===== src/rtl/uart_pkg.sv =====
// Shared definitions for the oversampling UART receiver: FSM states, frame width
// and the smallest supported bit period.
package uart_pkg;

    localparam int unsigned UART_DATA_W  = 8;
    localparam logic [15:0] UART_MIN_CPB = 16'd4;

    typedef enum logic [2:0] {
        RX_IDLE,
        RX_START,
        RX_DATA,
        RX_STOP,
        RX_BREAK
    } rx_state_e;

    function automatic logic maj3(input logic a, input logic b, input logic c);
        return (a & b) | (a & c) | (b & c);
    endfunction

endpackage


===== src/rtl/uart_rx_os_if.sv =====
// Receiver-side serial input, configuration and received-byte outputs.
interface uart_rx_os_if;
    import uart_pkg::*;

    logic                   rx_i;
    logic                   rx_en_i;
    logic [15:0]            clks_per_bit;
    logic [UART_DATA_W-1:0] rx_o;
    logic                   rx_valid_o;
    logic                   frame_err_o;
    logic                   break_o;
    logic                   busy_o;

    modport master (
        output rx_i, rx_en_i, clks_per_bit,
        input  rx_o, rx_valid_o, frame_err_o, break_o, busy_o
    );

    modport slave (
        input  rx_i, rx_en_i, clks_per_bit,
        output rx_o, rx_valid_o, frame_err_o, break_o, busy_o
    );

endinterface


===== src/rtl/uart_rx_sync.sv =====
// Two-flop synchroniser for the raw serial line plus a falling-edge detector.
module uart_rx_sync (
    input  logic clk_i,
    input  logic rst_i,
    input  logic rx_i,
    output logic rx_s,
    output logic fall
);

    logic q1, q2, rx_p;

    // Flops reset high so an idle line never looks like a start edge.
    always_ff @(posedge clk_i) begin
        if (rst_i) begin
            q1   <= 1'b1;
            q2   <= 1'b1;
            rx_p <= 1'b1;
        end else begin
            q1   <= rx_i;
            q2   <= q1;
            rx_p <= q2;
        end
    end

    assign rx_s = q2;
    assign fall = rx_p & ~q2;

endmodule


===== src/rtl/uart_rx_os.sv =====
// 8N1 UART receiver with three-sample mid-bit voting, false-start rejection,
// framing-error reporting and break detection.
module uart_rx_os
    import uart_pkg::*;
(
    input  logic        clk_i,
    input  logic        rst_i,
    uart_rx_os_if.slave bus
);

    rx_state_e              state_q, state_d;
    logic                   rx_s, fall;
    logic [15:0]            cpb_q, cnt_q, half;
    logic [2:0]             idx_q;
    logic [UART_DATA_W-1:0] sh_q, rx_q, rx_d;
    logic                   v0_q, v1_q, vote;
    logic                   at_lo, at_mid, at_hi, at_end;
    logic                   valid_q, valid_d, err_q, err_d, brk_q, busy_q;

    uart_rx_sync u_sync (
        .clk_i (clk_i),
        .rst_i (rst_i),
        .rx_i  (bus.rx_i),
        .rx_s  (rx_s),
        .fall  (fall)
    );

    assign half   = cpb_q >> 1;
    assign at_lo  = (cnt_q == half - 16'd1);
    assign at_mid = (cnt_q == half);
    assign at_hi  = (cnt_q == half + 16'd1);
    assign at_end = (cnt_q == cpb_q - 16'd1);
    // Third sample is the live line, so the decision lands in the cnt = M+1 cycle.
    assign vote   = maj3(v0_q, v1_q, rx_s);

    always_ff @(posedge clk_i) begin
        if (rst_i) state_q <= RX_IDLE;
        else       state_q <= state_d;
    end

    always_comb begin
        state_d = state_q;
        if (!bus.rx_en_i) begin
            state_d = RX_IDLE;
        end else begin
            case (state_q)
                RX_IDLE:  if (fall && bus.clks_per_bit >= UART_MIN_CPB) state_d = RX_START;
                RX_START: begin
                    if (at_hi && vote) state_d = RX_IDLE;
                    else if (at_end)   state_d = RX_DATA;
                end
                RX_DATA:  if (at_end && idx_q == 3'(UART_DATA_W - 1)) state_d = RX_STOP;
                RX_STOP: begin
                    if (at_hi) begin
                        if (vote)            state_d = RX_IDLE;
                        else if (sh_q == '0) state_d = RX_BREAK;
                        else                 state_d = RX_IDLE;
                    end
                end
                RX_BREAK: if (rx_s && at_end) state_d = RX_IDLE;
                default:  state_d = RX_IDLE;
            endcase
        end
    end

    always_comb begin
        valid_d = 1'b0;
        err_d   = 1'b0;
        rx_d    = rx_q;
        if (bus.rx_en_i && state_q == RX_STOP && at_hi) begin
            if (vote) begin
                valid_d = 1'b1;
                rx_d    = sh_q;
            end else begin
                err_d = 1'b1;
            end
        end
    end

    always_ff @(posedge clk_i) begin
        if (rst_i) begin
            rx_q    <= '0;
            valid_q <= 1'b0;
            err_q   <= 1'b0;
            brk_q   <= 1'b0;
            busy_q  <= 1'b0;
        end else begin
            rx_q    <= rx_d;
            valid_q <= valid_d;
            err_q   <= err_d;
            brk_q   <= (state_d == RX_BREAK);
            busy_q  <= (state_d != RX_IDLE);
        end
    end

    always_ff @(posedge clk_i) begin
        if (rst_i) begin
            cpb_q <= '0;
            cnt_q <= '0;
            idx_q <= '0;
            sh_q  <= '0;
            v0_q  <= 1'b1;
            v1_q  <= 1'b1;
        end else begin
            if (state_q == RX_IDLE) begin
                cpb_q <= bus.clks_per_bit;
                idx_q <= '0;
            end
            // In BREAK the counter measures consecutive high cycles instead of bit time.
            if (state_q == RX_IDLE || state_d != state_q) cnt_q <= '0;
            else if (at_end || (state_q == RX_BREAK && !rx_s)) cnt_q <= '0;
            else cnt_q <= cnt_q + 16'd1;
            if (at_lo)  v0_q <= rx_s;
            if (at_mid) v1_q <= rx_s;
            if (state_q == RX_DATA && at_hi)  sh_q  <= {vote, sh_q[UART_DATA_W-1:1]};
            if (state_q == RX_DATA && at_end) idx_q <= idx_q + 3'd1;
        end
    end

    assign bus.rx_o        = rx_q;
    assign bus.rx_valid_o  = valid_q;
    assign bus.frame_err_o = err_q;
    assign bus.break_o     = brk_q;
    assign bus.busy_o      = busy_q;

endmodule

===== src/flat_wrapper.sv =====
// flat-port wrapper written by rule: the top's interface ports become plain ports
module uart_rx_os_flat import uart_pkg::*;
  (clk_i, rst_i, bus_rx_i, bus_rx_en_i, bus_clks_per_bit, bus_rx_o, bus_rx_valid_o, bus_frame_err_o, bus_break_o, bus_busy_o);
  uart_rx_os_if bus_i ();
  input  logic clk_i;
  input  logic rst_i;
  input wire logic [$bits(bus_i.rx_i)-1:0] bus_rx_i;
  input wire logic [$bits(bus_i.rx_en_i)-1:0] bus_rx_en_i;
  input wire logic [$bits(bus_i.clks_per_bit)-1:0] bus_clks_per_bit;
  output wire logic [$bits(bus_i.rx_o)-1:0] bus_rx_o;
  output wire logic [$bits(bus_i.rx_valid_o)-1:0] bus_rx_valid_o;
  output wire logic [$bits(bus_i.frame_err_o)-1:0] bus_frame_err_o;
  output wire logic [$bits(bus_i.break_o)-1:0] bus_break_o;
  output wire logic [$bits(bus_i.busy_o)-1:0] bus_busy_o;
  assign bus_i.rx_i = bus_rx_i;
  assign bus_i.rx_en_i = bus_rx_en_i;
  assign bus_i.clks_per_bit = bus_clks_per_bit;
  assign bus_rx_o = bus_i.rx_o;
  assign bus_rx_valid_o = bus_i.rx_valid_o;
  assign bus_frame_err_o = bus_i.frame_err_o;
  assign bus_break_o = bus_i.break_o;
  assign bus_busy_o = bus_i.busy_o;
  uart_rx_os u_core (.clk_i(clk_i), .rst_i(rst_i), .bus(bus_i));
endmodule

===== config.mk =====
export PLATFORM = sky130hd
export DESIGN_NAME = uart_rx_os_flat
export DESIGN_NICKNAME = d
export VERILOG_FILES = /design/src/rtl/uart_pkg.sv /design/src/rtl/uart_rx_os_if.sv /design/src/rtl/uart_rx_sync.sv /design/src/rtl/uart_rx_os.sv /design/src/flat_wrapper.sv
export SDC_FILE = /design/constraint.sdc
export NUM_CORES = 1
export LEC_CHECK = 0
export CORE_ASPECT_RATIO = 0.6
export CORE_MARGIN = 1
export CORE_UTILIZATION = 40
export DETAILED_ROUTE_END_ITERATION = 6
export SLEW_MARGIN = 25
export SYNTH_ARGS = -nofsm -noshare
export SYNTH_HDL_FRONTEND = slang
export SYNTH_HIERARCHICAL = 1
export SYNTH_SLANG_ARGS = --single-unit

===== constraint.sdc =====
create_clock -name clk_i -period 9.9 [get_ports clk_i]
set_input_delay 0.99 -clock clk_i [delete_from_list [all_inputs] [get_ports clk_i]]
set_output_delay 0.99 -clock clk_i [all_outputs]
set_load 0.02 [all_outputs]

After elaboration in Yosys (flattened, before gate mapping)
Index checks and enable logic that the tools add are counted.
{ "totals": {"inputBits": 20, "memories": 0, "output_inout_bits": 12, "latch_bits": 0, "word_cells": 73, "ramBits": 0, "rom_bits": 0, "regBits": 63} }
{ "classes": {"muxes": 14, "order_cmp": 1, "div_mod_pow": 0, "n_eq_ne": 11, "shifts": 0, "reduce_logical": 19, "addsub": 5, "n_bitwise": 8, "multipliers": 0} }
{ "op_table": {"columns": ["cell", "count"], "rows": [
  ["16-bit == test", 3],
  ["3-bit 2-to-1 mux", 11],
  ["15-bit by 1-bit adder with 16-bit output, second input constant", 1],
  ["16-bit by 1-bit adder with 16-bit output, second input constant", 1],
  ["16-bit by 15-bit == test with 1-bit output", 1],
  ["16-bit by 3-bit greater-or-equal comparator with 1-bit output, second input constant", 1],
  ["15-bit by 1-bit subtractor with 16-bit output, second input constant", 1],
  ["16-bit by 1-bit subtractor with 16-bit output, second input constant", 1],
  ["3-bit case mux with 5 select lines", 1],
  ["3-bit == test, second input constant", 3],
  ["1-bit logical AND", 9],
  ["8-bit logical NOT", 1],
  ["3-bit by 2-bit == test with 1-bit output, second input constant", 2],
  ["1-bit AND", 4],
  ["3-bit by 1-bit adder with 3-bit output, second input constant", 1],
  ["3-bit by 1-bit == test with 1-bit output, second input constant", 1],
  ["3-bit logical NOT", 1],
  ["3-bit inequality test", 1],
  ["3-bit nonzero test", 1],
  ["3-bit OR reduction", 1],
  ["1-bit logical OR", 2],
  ["1-bit 2-to-1 mux", 2],
  ["1-bit inverter", 2],
  ["1-bit OR", 2],
  ["other kinds (4)", 4]
]} }

Logic depth before layout (Yosys ltp)
{ "logic_depth": {"word_depth": 10, "mapped_depth": 12, "depth_no_buf": 10} }

By module
The synthesis kept the hierarchy.
{ "by_module_without_submodules": {"columns": ["mod", "area_per_inst_um2", "cells_each", "n_inst"], "rows": [
  ["uart_rx_os", 4207.8, 542, 1],
  ["uart_rx_sync", 85.1, 7, 1]
]} }

Least setup slack after synthesis
OpenSTA, ideal clock, no wires.
{ "synth_timing": {"path_kind": "reg2reg", "from": "register u_core.cpb_q[2]", "to": "register u_core.busy_q, in the netlist u_core/bus.busy_o", "n_path_buf": 1, "period_less_slack_ps": 3193, "arrival_ps": 3066, "setup_time_ps": 127, "t_required_ps": 9773, "stages_incl_launch_ff": 12, "slack_ps": 6707, "path_cell_list": "dfxtp_1 > clkbuf_1 > inv_1 > ha_1 > or4b_2 > nor4b_1 > xnor2_1 > nand4b_1 > nor4_4 > a211oi_1 > a21o_1 > or3_1"} }
{ "synth_between": {"elab_chain_len": 7, "word_cells_on_any_way": 15, "classes_between": "add/sub (2); eq/ne (2); mux (7); reduce/logical (4)"} }
{ "synth_lines": {"columns": ["item", "line_no", "rtl"], "rows": [
  ["start: declaration", "uart_rx_os.sv:13", "logic [15:0] cpb_q, cnt_q, half;"],
  ["start signal: assignment", "uart_rx_os.sv:106", "cpb_q <= bus.clks_per_bit;"],
  ["16-bit by 1-bit subtractor with 16-bit output / 15-bit by 1-bit adder with 16-bit output (equally long branches)", "uart_rx_os.sv:32, uart_rx_os.sv:31", null],
  ["16-bit == test (on tied branches)", "uart_rx_os.sv:32, uart_rx_os.sv:31", null],
  ["3-bit 2-to-1 mux, or another cell as far along", "uart_rx_os.sv:50", "else if (at_end) state_d = RX_DATA;"],
  ["3-bit 2-to-1 mux (on tied branches)", "uart_rx_os.sv:49, uart_rx_os.sv:52, uart_rx_os.sv:60", null],
  ["3-bit case mux with 5 select lines *", "uart_rx_os.sv:46", "case (state_q)"],
  ["3-bit 2-to-1 mux *", "uart_rx_os.sv:43", "if (!bus.rx_en_i) begin"],
  ["3-bit nonzero test *", "uart_rx_os.sv:92", "busy_q <= (state_d != RX_IDLE);"],
  ["end signal: assignment", "uart_rx_os.sv:92", null],
  ["end: declaration", "uart_rx_os.sv:18", "logic valid_q, valid_d, err_q, err_d, brk_q, busy_q;"]
]} }
Every way passes the cells marked *; elsewhere a longest branch is shown, timed or not.
A chain may end at the register's enable or synchronous reset.

Worst setup path in the final report
{ "layout_timing": {"from": "register u_core.cpb_q[2]", "to": "register u_core.cnt_q[5]"} }
{ "layout_between": {"elab_chain_len": 9, "word_cells_on_any_way": 18, "classes_between": "add/sub (2); eq/ne (3); mux (7); reduce/logical (6)"} }
{ "layout_lines": {"columns": ["item", "line_no", "rtl"], "rows": [
  ["16-bit by 1-bit subtractor with 16-bit output / 15-bit by 1-bit adder with 16-bit output (equally long branches)", "uart_rx_os.sv:32, uart_rx_os.sv:31", null],
  ["16-bit == test (on tied branches)", "uart_rx_os.sv:32, uart_rx_os.sv:31", null],
  ["3-bit 2-to-1 mux, or another cell as far along", "uart_rx_os.sv:50", null],
  ["3-bit 2-to-1 mux (on tied branches)", "uart_rx_os.sv:49, uart_rx_os.sv:52, uart_rx_os.sv:60", null],
  ["3-bit case mux with 5 select lines", "uart_rx_os.sv:46", null],
  ["3-bit 2-to-1 mux", "uart_rx_os.sv:43", null],
  ["3-bit inequality test", "uart_rx_os.sv:110", "if (state_q == RX_IDLE || state_d != state_q) cnt_q <= '0;"],
  ["1-bit logical OR", "uart_rx_os.sv:110", null],
  ["3-bit OR reduction (no source line) *", null, null],
  ["end signal: assignment", "uart_rx_os.sv:112", "else cnt_q <= cnt_q + 16'd1;"],
  ["end: declaration", "uart_rx_os.sv:13", null]
]} }
Marks and branches as above.

==> results_dict.tcl <==
set metrics [dict create \
    reg2regPathDepth 10 \
    multi_input_area_sq_mm 0.00280 \
    clock_power_share 0.491 \
    pwr-share-comb 0.123 \
    fin_tns_setup_ns 0 \
    antenna_cells 0 \
    end_kind "flop" \
    cp_data_required_time_ns 10.09 \
    cts_tree "built" \
    syn_nets 575 \
    grt_pass1_vias 3439 \
    insertion_delay_ns 0.33 \
    switchingPower_w 0.000188 \
    clk_pin_slew_ns 0.06 \
    antenna_found_initial 0 \
    min_path_cells 1 \
    swShare 0.266 \
    rows 28 \
    vdd_ir_drop_max_mv 0.0797 \
    h-tree-depth 3 \
    grt_pass1_wl_um 19200 \
    detail-route-antenna-nets 0 \
    ff2ff_setup_slack_ns 6.14 \
    die_x_um 136 \
    crit_chain "inv_1 > ha_1 > or4b_2 > nor4b_1 > xnor2_1 > nand4_1 > o41a_1 > o21a_1 > o21ai_2 > nor2_1" \
    fin_crit_sh 0.380 \
    finalHoldViolCount 0 \
    postLayoutCoreUtil 0.488 \
    drt_iter0_drc 399 \
    instances_no_fill 694 \
    finalClockSkew_ns 0.00828 \
    core_area_sq_mm 0.0101 \
    synth-edff-count 0 \
    leakagePower_nw 1.76 \
    first_pass_iters 5 \
    crit_start "u_core/cpb_q[2]$_SDFFE_PP0P_" \
    wl_per_cell_um 17.9 \
    ios 32 \
    worst_slew_margin_rel 0.442 \
    worstReg2RegEnd "u_core/cnt_q[5]$_SDFF_PP0_" \
    syn-instance-count 549 \
    crit_buf_inv 1 \
    nets 580 \
    start_util 0.424 \
    powerDensity_mw_per_mm2 143 \
    die_h_um 82.2 \
    grt_start_max_net_pins 51 \
    setup_violations 0 \
    hold_end "u_core/u_sync/rx_s$_SDFF_PP1_" \
    path_delay_family "simple AND/OR/NAND/NOR gates" \
    synthesis.area_sq_mm 0.00429 \
    grt.overflow.total 0 \
    hpwl_um 9430 \
    vias 4002 \
    min_from "u_core/u_sync/q1$_SDFF_PP1_" \
    arrival_ns 3.95 \
    ys.flop_type "dfxtp_1" \
    cts_buffers 9 \
    critical_path_class "flop to flop" \
    ys_warn_count 6 \
    rsz0062_at_grt "false" \
    syn_avg_cell_area_sq_um 7.82 \
    yosysSeqAreaShare 0.294 \
    drc 0 \
    dieArea_sq_mm 0.0112 \
    cts-resized-gates 0 \
    async_flop_share 0 \
    tightest_slew_ns 0.830 \
    slew_viol_final 0 \
    port_buffers 31 \
    status "finished, final reports clean" \
    clock-sinks 63 \
    startpoint_type "flop" \
    max_cap_viol_count 0 \
    cts_max_path_buffers 2 \
    cpPeakStageDelay_ns 0.71 \
    drive_gt1_frac 0.0733 \
    crit_path_top_delay_cell "or4b_2" \
    nFillCells 1003 \
    place_congestion 0.955 \
    synth.distinct_cells 70 \
    fmax_mhz 266 \
    ctsHoldBuffers 0 \
    syn_to_final_growth_pct 15.1 \
    hold_class "flop to flop" \
    via_per_inst 5.77 \
    postCtsSetupBuffers 0 \
    power_frac_seq 0.386 \
    drt_wl_total_um 12400 \
    regArea_sq_mm 0.00126 \
    cts_root_buffer "clkbuf_16" \
    gr-usage-all-layers 0.232 \
    place_inst 678 \
    reg2reg_from "u_core/cpb_q[2]$_SDFFE_PP0P_" \
    ys_ff_latch 63 \
    path_max_fanout 16 \
    p_int_w 0.000520 \
    period_needed_ns 3.76 \
]
==> metal layers <==
layer | GRT usage | up-vias | share of wire
li1 | - | 1961 | -
met1 | 0.349 | 1857 | 0.51
met2 | 0.303 | 172 | 0.37
met3 | 0.0818 | 12 | 0.11
met4 | 0.0483 | 0 | 0.0069
met5 | 0 | - | 0
==> area by class of cell <==
cell class / count / share of cell area
clock buffers: 9 / 0.0456
clock inverters: 7 / 0.0208
inverters: 12 / 0.00912
multi-input cells: 433 / 0.566
flip-flops and latches: 63 / 0.255
well taps: 135 / 0.0342
repair buffers: 35 / 0.0689
==> cells by family after synthesis <==
family / share of synthesized area
compound gates: 0.149
xor+xnor: 0.126
fa+ha+maj: 0.0198
buf+inv: 0.0571
flops: 0.294
mux: 0.0303
simple gates: 0.324
==> cells in the mapped netlist (11+ instances only) <==
library cell,instances,area share
nor4_1,13,0.019
nor2_1,50,0.044
and3_1,11,0.016
nand2_1,60,0.052
nand3_1,28,0.033
xor2_1,32,0.065
mux2i_1,13,0.030
a21oi_1,27,0.031
dfxtp_1,63,0.29
nor3_1,18,0.021
clkbuf_1,25,0.022
nand2b_1,13,0.019
inv_1,12,0.010
xnor2_1,30,0.061
o21ai_0,20,0.023
==> sequential cells by signal, summed over array words and instances (netlist names) <==
register	cells
u_core/u_sync/rx_s	1
u_core/sh_q	8
u_core/u_sync/q1	1
u_core/bus.busy_o	1
u_core/bus.break_o	1
u_core/cpb_q	16
u_core/v0_q	1
u_core/v1_q	1
u_core/u_sync/rx_p	1
u_core/idx_q	3
u_core/bus.rx_o	8
u_core/bus.rx_valid_o	1
u_core/state_q	3
u_core/cnt_q	16
u_core/bus.frame_err_o	1
==> power by group through the flow <==
stage / registers (W) / logic, W / clock network (W)
after floorplan: 0.000267 / 0.0000703 / 0
after global placement: 0.000278 / 0.0000842 / 0
after detailed placement: 0.000278 / 0.0000848 / 0
after CTS: 0.000273 / 0.0000852 / 0.000357
after global routing: 0.000275 / 0.0000937 / 0.000368
final: 0.000274 / 0.0000872 / 0.000348
==> how the worst max path moves through the flow <==
stage                                         endpoint  slack [ns]  cells after the start
after floorplan           u_core/bus.busy_o$_SDFF_PP0_        6.71                     11
after global placement     u_core/cnt_q[10]$_SDFF_PP0_        6.02                     10
after detailed placement   u_core/cnt_q[11]$_SDFF_PP0_        5.96                     10
after CTS                   u_core/cnt_q[5]$_SDFF_PP0_        5.94                     10
after global routing       u_core/cnt_q[15]$_SDFF_PP0_        5.87                     10
final                       u_core/cnt_q[5]$_SDFF_PP0_        6.14                     10
==> per-stage QoR <==
| step | total power, W | hold WS (ns) | cell area [sq um] | worst slack [ns] |
|---|---|---|---|---|
| after floorplan | 0.000337 | 0.385 | 4290 | 6.71 |
| final | 0.000709 | 0.420 | 4940 | 6.14 |
| after CTS | 0.000715 | 0.420 | 4930 | 5.94 |
| after detailed placement | 0.000363 | 0.411 | 4610 | 5.96 |
| after global placement | 0.000362 | 0.397 | 4610 | 6.02 |
| after global routing | 0.000736 | 0.441 | 4940 | 5.87 |
==> placed cells by master (no fill, tap or decap), types with 17 or more instances in the layout <==
cell             instances
clkdlybuf4s50_1         31
a21oi_1                 27
o21ai_0                 20
nor3_1                  17
xnor2_1                 30
nand2_1                 60
nand3_1                 28
dfxtp_1                 63
xor2_1                  32
nor2_1                  50
(Power assumes the default switching activity.)
